File: config.mk
export PLATFORM = sky130hd
export DESIGN_NAME = branch_sequencer
export DESIGN_NICKNAME = d
export VERILOG_FILES = /design/src/rtl/cpu_pkg.sv /design/src/rtl/branch_sequencer.sv
export SDC_FILE = /design/constraint.sdc
export NUM_CORES = 1
export LEC_CHECK = 0
export ABC_AREA = 0
export BUFFER_PORTS_ARGS = -buffer_cell sky130_fd_sc_hd__buf_2
export CAP_MARGIN = 20
export CORE_UTILIZATION = 49
export DETAILED_ROUTE_END_ITERATION = 6
export PLACE_DENSITY = 0.86
export SYNTH_ARGS = -nofsm -noshare
export SYNTH_HDL_FRONTEND = slang
export SYNTH_SLANG_ARGS = --single-unit
export TNS_END_PERCENT = 100
File: constraint.sdc
create_clock -name clock -period 3.37 [get_ports clock]
set_clock_uncertainty 0.15 [all_clocks]
set_input_delay 0.1685 -clock clock [delete_from_list [all_inputs] [get_ports clock]]
set_output_delay 0.1685 -clock clock [all_outputs]
set_load 0.005 [all_outputs]
File: src/rtl/cpu_pkg.sv
// Shared CPU definitions: control-transfer opcodes and the
// branch sequencer state type.
package cpu_pkg;

  localparam int OP_MSB = 31;
  localparam int OP_LSB = 27;

  localparam logic [4:0] OP_BR  = 5'b10010;
  localparam logic [4:0] OP_JAL = 5'b10011;
  localparam logic [4:0] OP_JR  = 5'b10100;

  typedef enum logic [2:0] {
    S_IDLE,
    S_COND,
    S_PCY,
    S_ADD,
    S_COMMIT,
    S_LINK,
    S_JLOAD,
    S_DONE
  } bseq_state_t;

endpackage

File: src/rtl/branch_sequencer.sv
// Multi-cycle sequencer for br/jr/jal: drives datapath strobes,
// decides PC write from con, counts taken transfers.
module branch_sequencer
  import cpu_pkg::*;
#(
  parameter int CNT_W = 16
) (
  input  logic             clock,
  input  logic             clear,
  input  logic             start,
  input  logic [31:0]      ir,
  input  logic             con,
  output logic             busy,
  output logic             done,
  output logic             taken,
  output logic             illegal,
  output logic             gra,
  output logic             rout,
  output logic             con_in,
  output logic             pc_out,
  output logic             y_in,
  output logic             c_out,
  output logic             alu_add,
  output logic             z_in,
  output logic             zlow_out,
  output logic             pc_in,
  output logic             link_in,
  output logic [CNT_W-1:0] taken_count
);

  bseq_state_t state_q, state_d;
  logic [31:0] ir_q;
  logic        taken_q;
  logic        illegal_q;
  logic [4:0]  op_q;
  logic [4:0]  op_in;
  logic        cnt_inc;
  logic        unused_ir_q;

  assign op_q  = ir_q[OP_MSB:OP_LSB];
  assign op_in = ir[OP_MSB:OP_LSB];

  // Only the opcode of the latched copy matters past acceptance.
  assign illegal_q   = !(op_q inside {OP_BR, OP_JR, OP_JAL});
  assign unused_ir_q = ^ir_q[OP_LSB-1:0];

  always_ff @(posedge clock or posedge clear) begin
    if (clear) begin
      state_q <= S_IDLE;
      ir_q    <= '0;
      taken_q <= 1'b0;
    end else begin
      state_q <= state_d;
      unique case (state_q)
        S_IDLE: begin
          if (start) begin
            ir_q    <= ir;
            taken_q <= 1'b0;
          end
        end
        S_COMMIT: taken_q <= con;
        S_JLOAD:  taken_q <= 1'b1;
        default:  ;
      endcase
    end
  end

  assign cnt_inc = (state_q == S_COMMIT && con) ||
                   (state_q == S_JLOAD);

  always_ff @(posedge clock or posedge clear) begin
    if (clear)
      taken_count <= '0;
    else if (cnt_inc && taken_count != '1)
      taken_count <= taken_count + 1'b1;
  end

  always_comb begin
    state_d  = state_q;
    busy     = (state_q != S_IDLE);
    done     = 1'b0;
    taken    = 1'b0;
    illegal  = 1'b0;
    gra      = 1'b0;
    rout     = 1'b0;
    con_in   = 1'b0;
    pc_out   = 1'b0;
    y_in     = 1'b0;
    c_out    = 1'b0;
    alu_add  = 1'b0;
    z_in     = 1'b0;
    zlow_out = 1'b0;
    pc_in    = 1'b0;
    link_in  = 1'b0;
    unique case (state_q)
      S_IDLE: begin
        if (start) begin
          unique case (op_in)
            OP_BR:   state_d = S_COND;
            OP_JR:   state_d = S_JLOAD;
            OP_JAL:  state_d = S_LINK;
            default: state_d = S_DONE;
          endcase
        end
      end
      S_COND: begin
        gra     = 1'b1;
        rout    = 1'b1;
        con_in  = 1'b1;
        state_d = S_PCY;
      end
      S_PCY: begin
        pc_out  = 1'b1;
        y_in    = 1'b1;
        state_d = S_ADD;
      end
      S_ADD: begin
        c_out   = 1'b1;
        alu_add = 1'b1;
        z_in    = 1'b1;
        state_d = S_COMMIT;
      end
      S_COMMIT: begin
        zlow_out = 1'b1;
        pc_in    = con;
        state_d  = S_DONE;
      end
      S_LINK: begin
        pc_out  = 1'b1;
        link_in = 1'b1;
        state_d = S_JLOAD;
      end
      S_JLOAD: begin
        gra     = 1'b1;
        rout    = 1'b1;
        pc_in   = 1'b1;
        state_d = S_DONE;
      end
      S_DONE: begin
        done    = 1'b1;
        taken   = taken_q;
        illegal = illegal_q;
        state_d = S_IDLE;
      end
      default: state_d = S_IDLE;
    endcase
  end

endmodule

After elaboration in Yosys (flattened, before gate mapping) --
Cells that the tools add are included.
Storage, ports and cells: register bits after elaboration 52, bits of input ports 36, output and inout port bits 31, logic and storage cells 49
Operators by class: add/subtract/negate cells 1, equal/unequal tests 15, mux-type cells 16, reduce and logical (&&, ||, !) cells 13
Operators with widths (number):
- equality test 5 bit (second input constant) | 6
- case mux 3 bit (7 select lines) | 1
- adder 16 x 1 -> 16 bit (second input constant) | 1
- != test 16 bit (second input constant) | 1
- equality test 3 bit (second input constant) | 4
- 2-to-1 mux 1 bit | 11
- case mux 3 bit (3 select lines) | 1
- nonzero test 3 bit | 3
- equality test 3 x 2 -> 1 bit (second input constant) | 2
- OR reduction 2 bit | 3
- AND reduction 2 bit | 2
- equality test 3 x 1 -> 1 bit (second input constant) | 1
- zero test 3 bit | 1
- 2-to-1 mux 3 bit | 1
- case mux 1 bit (3 select lines) | 1
- logical AND 1 bit | 2
- != test 2 bit (second input constant) | 1
- case mux 1 bit (2 select lines) | 1
- zero test 1 bit | 1
- logical OR 1 bit | 1

Logic depth before layout (Yosys ltp) --
Gate-level depths: netlist of run 1.
depth in word-level cells 4, mapped depth 6, gate-level depth less buffers 5

Least setup slack after synthesis of run 1 --
No wires, ideal clock.
kind register to register, start reg taken_count[0], end reg taken_count[1], setup time 0.128 ns, arrival time 1.460 ns, required time 3.092 ns, path slack 1.632 ns, cell stages (with the launch flop) 6, buffers on the path 0, period minus slack after synthesis 1.738 ns, cell sequence dfrtp_1 -> ha_1 -> and4_1 -> nand4_2 -> and2_1 -> mux2_1
Between the ends: cells in the longest elaborated chain, start to end 2, elaborated cells on any way between the ends 3, those cells by class add/sub (1); eq/ne (1); reduce/logical (1)
RTL lines:
- start: declaration | RTL line branch_sequencer.sv:28 | output logic [CNT_W-1:0] taken_count
- start signal: assignment | RTL line branch_sequencer.sv:75 | taken_count <= taken_count + 1'b1;
- branches (longest 2 deep; another with adder 16 x 1 -> 16 bit)
Several ways; the timed one is not identified. A chain may end at the register's enable or synchronous reset.

Worst setup path after layout of run 1 --
Ends and elaborated chain as after synthesis.

==> results of run 1 <==
## repair_timing
action / in CTS / in global routing
endpoints found under the hold margin: 32 / 0
hold buffers: 7 / 0
setup endpoints to repair: 0 / 0
## stage by stage
stage,std cells,cell area (µm²),worst slack [ns],hold WS [ns],total power [µW]
after global routing,200,1640,1.41,0.0382,1140
after detailed placement,189,1550,1.53,0.244,914
after global placement,189,1550,1.57,0.239,895
after CTS,200,1640,1.51,0.0392,1050
final,200,1640,1.53,0.0555,1040
after floorplan,128,1370,1.63,0.0458,793
## path summary, 6_finish.rpt
check                           slack [ns]              end  depth (start not counted)             from
worst max-delay path                  1.53   taken_count[1]                          5   taken_count[0]
worst min-delay path                  0.06          taken_q                          3              con
worst max register to register        1.53   taken_count[1]                          5   taken_count[0]
worst min register to register        0.35  taken_count[12]                          1  taken_count[12]
max in group asynchronous             2.10   taken_count[3]                          3            clear
min in group asynchronous             0.43   taken_count[6]                          3            clear
## Yosys cell counts, types with 3 or more instances
cell and n:
nand2_1 7, o21ai_0 5, nor2_1 5, nand3_1 5, inv_1 3, a21oi_1 3, buf_4 4, dfrtp_1 25
xnor2_1 10, nand4_1 5, mux2_1 7, nand2b_1 4, and3_1 5, and2_1 6
## logic make-up (layout without fill, tap and decap cells)
kind of cell / after synthesis / in the layout / share of synthesized area [%]
AO/OA/AOI/OAI: 17 / 17 / 7.76
AND/OR/NAND/NOR: 54 / 54 / 26.2
buffers and inverters: 11 / 53 / 4.84
flip-flops: 25 / 25 / 45.7
multiplexers: 9 / 9 / 7.58
adder cells (fa/ha/maj): 1 / 1 / 0.913
XOR/XNOR: 11 / 11 / 7.03
## worst reg2reg max path: stages (launching register included)
cell and delay, ns:
dfrtp_1 0.45, ha_1 0.26, and4_1 0.22, nand4_2 0.13
and2_1 0.21, mux2_1 0.33
## sequential cells by signal, indices dropped and copies added (netlist names)
signal	count
taken_count	16
state_q	3
ir_q	5
taken_q	1
## area by class of cell
type	instances	share of cell area [%]
Clock buffer	4	1.60
Sequential cell	25	38.1
Tap cell	30	2.28
Timing Repair Buffer	46	16.1
Inverter	3	0.685
Multi-Input combinational cell	92	41.2
## report_power, final
group | leakage (µW) | internal [µW] | switching [µW] | total [µW]
Clock | 0.0000150 | 46.2 | 84.1 | 130
Combinational | 0.000479 | 216 | 195 | 411
Sequential | 0.000319 | 388 | 115 | 502
## per-layer routing
metal | vias up | share of wire [%] | GRT usage (%)
li1 | 541 | - | -
met1 | 509 | 44 | 23.5
met2 | 32 | 50 | 34.1
met4 | 0 | 0.54 | 5.56
met5 | - | 0 | 0
met3 | 2 | 4.9 | 5.28
==> impl_results.md, run 1 <==
* Status: finished clean
* CP delay by family, top: simple AND/OR/NAND/NOR gates
* HP Class: in -> reg
* Final Hold Fails at 0
* DR iter-0 viols at 13
* Port bufs at 39
* CP max-delay cell: dfrtp_1
* Number of max-cap violations at 0
* Critical path peak fanout at 5
* # Post-CTS Setup Buffers at 0
* Vias per cell at 5.42
* Worst endpoint required time at 3.43 ns
* Post-synthesis cell type count at 39
* Initial antenna violation count at 0
* Total negative slack at 0 ns
* Die height at 54.9 µm
* Final min period at roughly 1.8 ns
* Final Slew Violations at 0
* VDD IR max at 587 µV
* Clock Sinks at 25
* Largest net degree at the start of global routing at 26
* Drt total wl at 2600 µm
* Die width at around 55 µm
* CP arrival at 1.91 ns
* Post-route ant nets at 0
* Mean Syn Cell Area at ~11 µm²
* DRC viols at 0
* Layout cells sized above 1 at around a third
* CTS tree: done
* DP Wirelength at ~1900 µm
* Slew @ Worst Pin at around 0.90 ns
* Initial Utilization at between 50% and 60%
* Die ar. at about 0.003 mm²
* Longest Clk Path Bufs at 2
* Mapped Nets at around 170
* Post-synth ARST share at between 90% and 100%
* Lkg Pwr at roughly 0.00081 µW
* Final worst path period share at between 50 and 60%
* Unrepaired setup endpoints after global routing: false
* Synth top area cells: dfrtp_1, xnor2_1, mux2_1, and2_1, nor3_4
* Power per cell area at 635 mW/mm²
* Bufs and invs on worst path at 0
* Gr usage total at roughly 20%
* Yosys top cell area share at 45.7%
* Area of the multi-input gates at between 600 and 700 µm²
* Slew HR at around 40%
* Final core utilization at around 64%
* Commonest non-fill, non-tap cell in the layout: buf_2
* Total core area at approximately 0.0026 mm²
* Post-Syn Instances at 128
* Reg clk slew, reported paths at 0.13 ns
* DR pass1 iterations at 4
* Row cnt at 18
* Num CTS Buffers at 3
* CP endpoint kind: flip-flop
* Fillers at about 210
* Most frequent cells in the layout: buf_2, dfrtp_1, xnor2_1
* Prevailing post-synth register cell: dfrtp_1
* Root Driver: clkbuf_4
* Max incr delay on CP at about 0.45 ns
* Gr ovfl total at 0
* Fmax at roughly 540 MHz
* Io pins at 67
* Post-CTS sizing at 0
* H-tree lvl count at 1
* Layout area overhead at 20.0%
* Worst path cell trace: ha_1 -> and4_1 -> nand4_2 -> and2_1 -> mux2_1
* Setup violators final at 0
* Worst-Skew Late Latency at a little over 0.3 ns
* N_diodes at 0
* Worst Path Class, Setup: reg -> reg
* Vias in the first global route at 978
* Mapped Area at approximately 0.0014 mm²
* Storage cell area at approximately 630 µm²
* Ys Warns at 0
* Layout Nets at ~210
* Drt wl/cell at between 10 and 15 µm
* Via count at around 1.1k
* Register bit total from synthesis at 25
* First-pass GRT wire length at 4170 µm
* Sequential share of the synthesized area at between 40% and 50%
* Biggest area consumer among synthesized cells: dfrtp_1
* Post-synth EDFFs at 0
* Gp weighted congestion at a little under 0.8
* Startpoint types: flip-flop
(Power assumes the default switching activity.)
==> run 2: changes to the inputs <==
--- a/config.mk
+++ b/config.mk
@@ -8,9 +8,9 @@
 export ABC_AREA = 0
 export BUFFER_PORTS_ARGS = -buffer_cell sky130_fd_sc_hd__buf_2
 export CAP_MARGIN = 20
-export CORE_UTILIZATION = 49
+export CORE_UTILIZATION = 45
 export DETAILED_ROUTE_END_ITERATION = 6
-export PLACE_DENSITY = 0.86
+export PLACE_DENSITY = 0.8
 export SYNTH_ARGS = -nofsm -noshare
 export SYNTH_HDL_FRONTEND = slang
 export SYNTH_SLANG_ARGS = --single-unit
==> constraint.sdc (replaced) <==
create_clock -name clock -period 1.75 [get_ports clock]
set_clock_uncertainty 0.15 [all_clocks]
set_input_delay 0.0875 -clock clock [delete_from_list [all_inputs] [get_ports clock]]
set_output_delay 0.0875 -clock clock [all_outputs]
set_load 0.005 [all_outputs]
==> run 2 against run 1 <==
Net effect: largest power group is now combinational cells; clock-buffer cell count decreased by 1; sequential share of layout area decreased by 4.1 points; the run now ends with design-rule violations left; power increased by 120%; largest cell class unchanged; non-clock buffer count increased by 20; final cell count increased by 11%.
==> impl_results.md, run 2 (synthesized netlist as in run 1, its figures left out) <==
* Status: finished with violations
* Failing checks: design-rule violations
* Via count at between 1k and 1.5k
* Total core area at around 0.0028 mm²
* Number of max-cap violations at 0
* Drt total wl at between 3000 and 4000 µm
* Startpoint types: flip-flop
* Layout cells sized above 1 at 41.1%
* Fmax at between 500 and 600 MHz
* Gr usage total at a little under 20%
* Slew HR at between 70% and 80%
* Die ar. at between 0.003 and 0.004 mm²
* Initial antenna violation count at 0
* CTS tree: done
* Worst endpoint required time at between 1.5 and 2 ns
* Lkg Pwr at approximately 0.00092 µW
* Clock Sinks at 25
* Max reg flops at 16
* Final Hold Fails at 0
* Root Driver: clkbuf_4
* Max incr delay on CP at between 0.4 and 0.5 ns
* Reg2reg path depth at 4
* Slew @ Worst Pin at 0.331 ns
* Power per cell area at 1260 mW/mm²
* HP Class: in -> async
* Reg clk slew, reported paths at ~0.15 ns
* Post-route ant nets at 0
* CP endpoint kind: flip-flop
* DP Wirelength at roughly 2300 µm
* Unrepaired setup endpoints after global routing: false
* Gp weighted congestion at approximately 0.8
* Drt wl/cell at around 14 µm
* Critical path peak fanout at 7
* Setup slack after layout at between 0.03 and 0.04 ns
* Row cnt at 19
* Final min period at 1.72 ns
* H-tree lvl count at 1
* Most frequent cells in the layout: buf_2, dfrtp_1, buf_4
* DR WL met2 at about 1700 µm
* Largest regs: taken_count: 16 flops, ir_q: 5 flops, state_q: 3 flops
* Total negative slack at 0 ns
* First-pass GRT wire length at roughly 5000 µm
* Port bufs at 39
* Setup WS pre-CTS at about 0.074 ns
* Initial Utilization at 48.4%
* N_diodes at 0
* Die width at around 57 µm
* Num CTS Buffers at 3
* Io pins at 67
* Worst Path Class, Setup: reg -> reg
* CP max-delay cell: dfrtp_1
* DRC viols at 1
* Top sig layer: met4
* Final Slew Violations at 0
* Largest net degree at the start of global routing at 26
* M1 wire length at ~1300 µm
* Final worst path period share at just under 100%
* Layout Nets at about 230
* Longest Clk Path Bufs at 2
* Layout area overhead at 34.5%
* Worst path cell trace: buf_4 -> nor3_1 -> and2_1 -> mux2_1
* Vias per cell at about 5.5
* VDD IR max at 982 µV
* DR pass1 iterations at 6
* Die height at ~57 µm
* Gr ovfl total at 0
* Vias in the first global route at approximately 1.2k
* Setup violators final at 0
* CP arrival at between 1.5 and 2 ns
* Metal3 WL at around 120 µm
* Biggest register: taken_count
* DR iter-0 viols at 30
* Commonest non-fill, non-tap cell in the layout: buf_2
* Worst-Skew Late Latency at around 0.33 ns
run 2: path summary, 6_finish.rpt:
path,start,to,slack (ns)
worst max-delay path,state_q[1],ir_q[28],0.03
worst min-delay path,clear,taken_count[5],0.16
worst max register to register,state_q[1],ir_q[28],0.03
worst min register to register,ir_q[27],ir_q[27],0.36
max in group asynchronous,clear,taken_count[2],1.03
min in group clock,ir_q[27],ir_q[27],0.36
run 2: routing by layer:
layer | GRT usage [%] | up-vias
li1 | - | 576
met4 | 6.62 | 0
met1 | 22.5 | 590
met2 | 36.6 | 38
met3 | 2.49 | 2
met5 | 0 | -
run 2: cell type report:
type	count	area [µm²]
fillers	230	986
multi-input cells	92	708
flip-flops and latches	25	626
repair buffers	66	429
well taps	31	38.8
clock buffers	3	22.5
inverters	3	11.3
clock inverters	1	7.51
run 2: worst max-delay path, delay by kind of cell, from the launching register on:
| kind | cells | cell delay [ns] |
|---|---|---|
| and+or+nand+nor | 2 | 0.58 |
| DFF | 1 | 0.41 |
| muxes | 1 | 0.36 |
| buffers and inverters | 1 | 0.14 |
run 2: where the power goes:
group	total, µW	leakage, µW	internal, µW	switching, µW
sequential	882	0.000319	747	135
clock	274	0.0000139	87.4	186
combinational	1170	0.000587	627	547
total	2330	0.000919	1460	868
run 2: metrics by stage:
step | power (µW) | util, % | area [µm²] | hold WS (ns) | cells
2_1_floorplan | 1530 | - | 1370 | -0.0352 | 128
3_5_place_dp | 1930 | 58.2 | 1650 | 0.00447 | 203
3_3_place_gp | 1870 | 58.2 | 1650 | -0.00176 | 203
5_1_grt | 2490 | 65.1 | 1840 | 0.227 | 221
4_1_cts | 2260 | 62.9 | 1780 | 0.173 | 217
6_report | 2330 | 65.1 | 1840 | 0.163 | 221
run 2: timing repair:
item | in CTS | in global routing
gates cloned | 0 | 1
hold buffers | 8 | 0
resized for setup | 2 | 7
setup endpoints to repair | 1 | 9
buffers inserted | 2 | 3
pin swaps | 0 | 2
endpoints found under the hold margin | 34 | 0
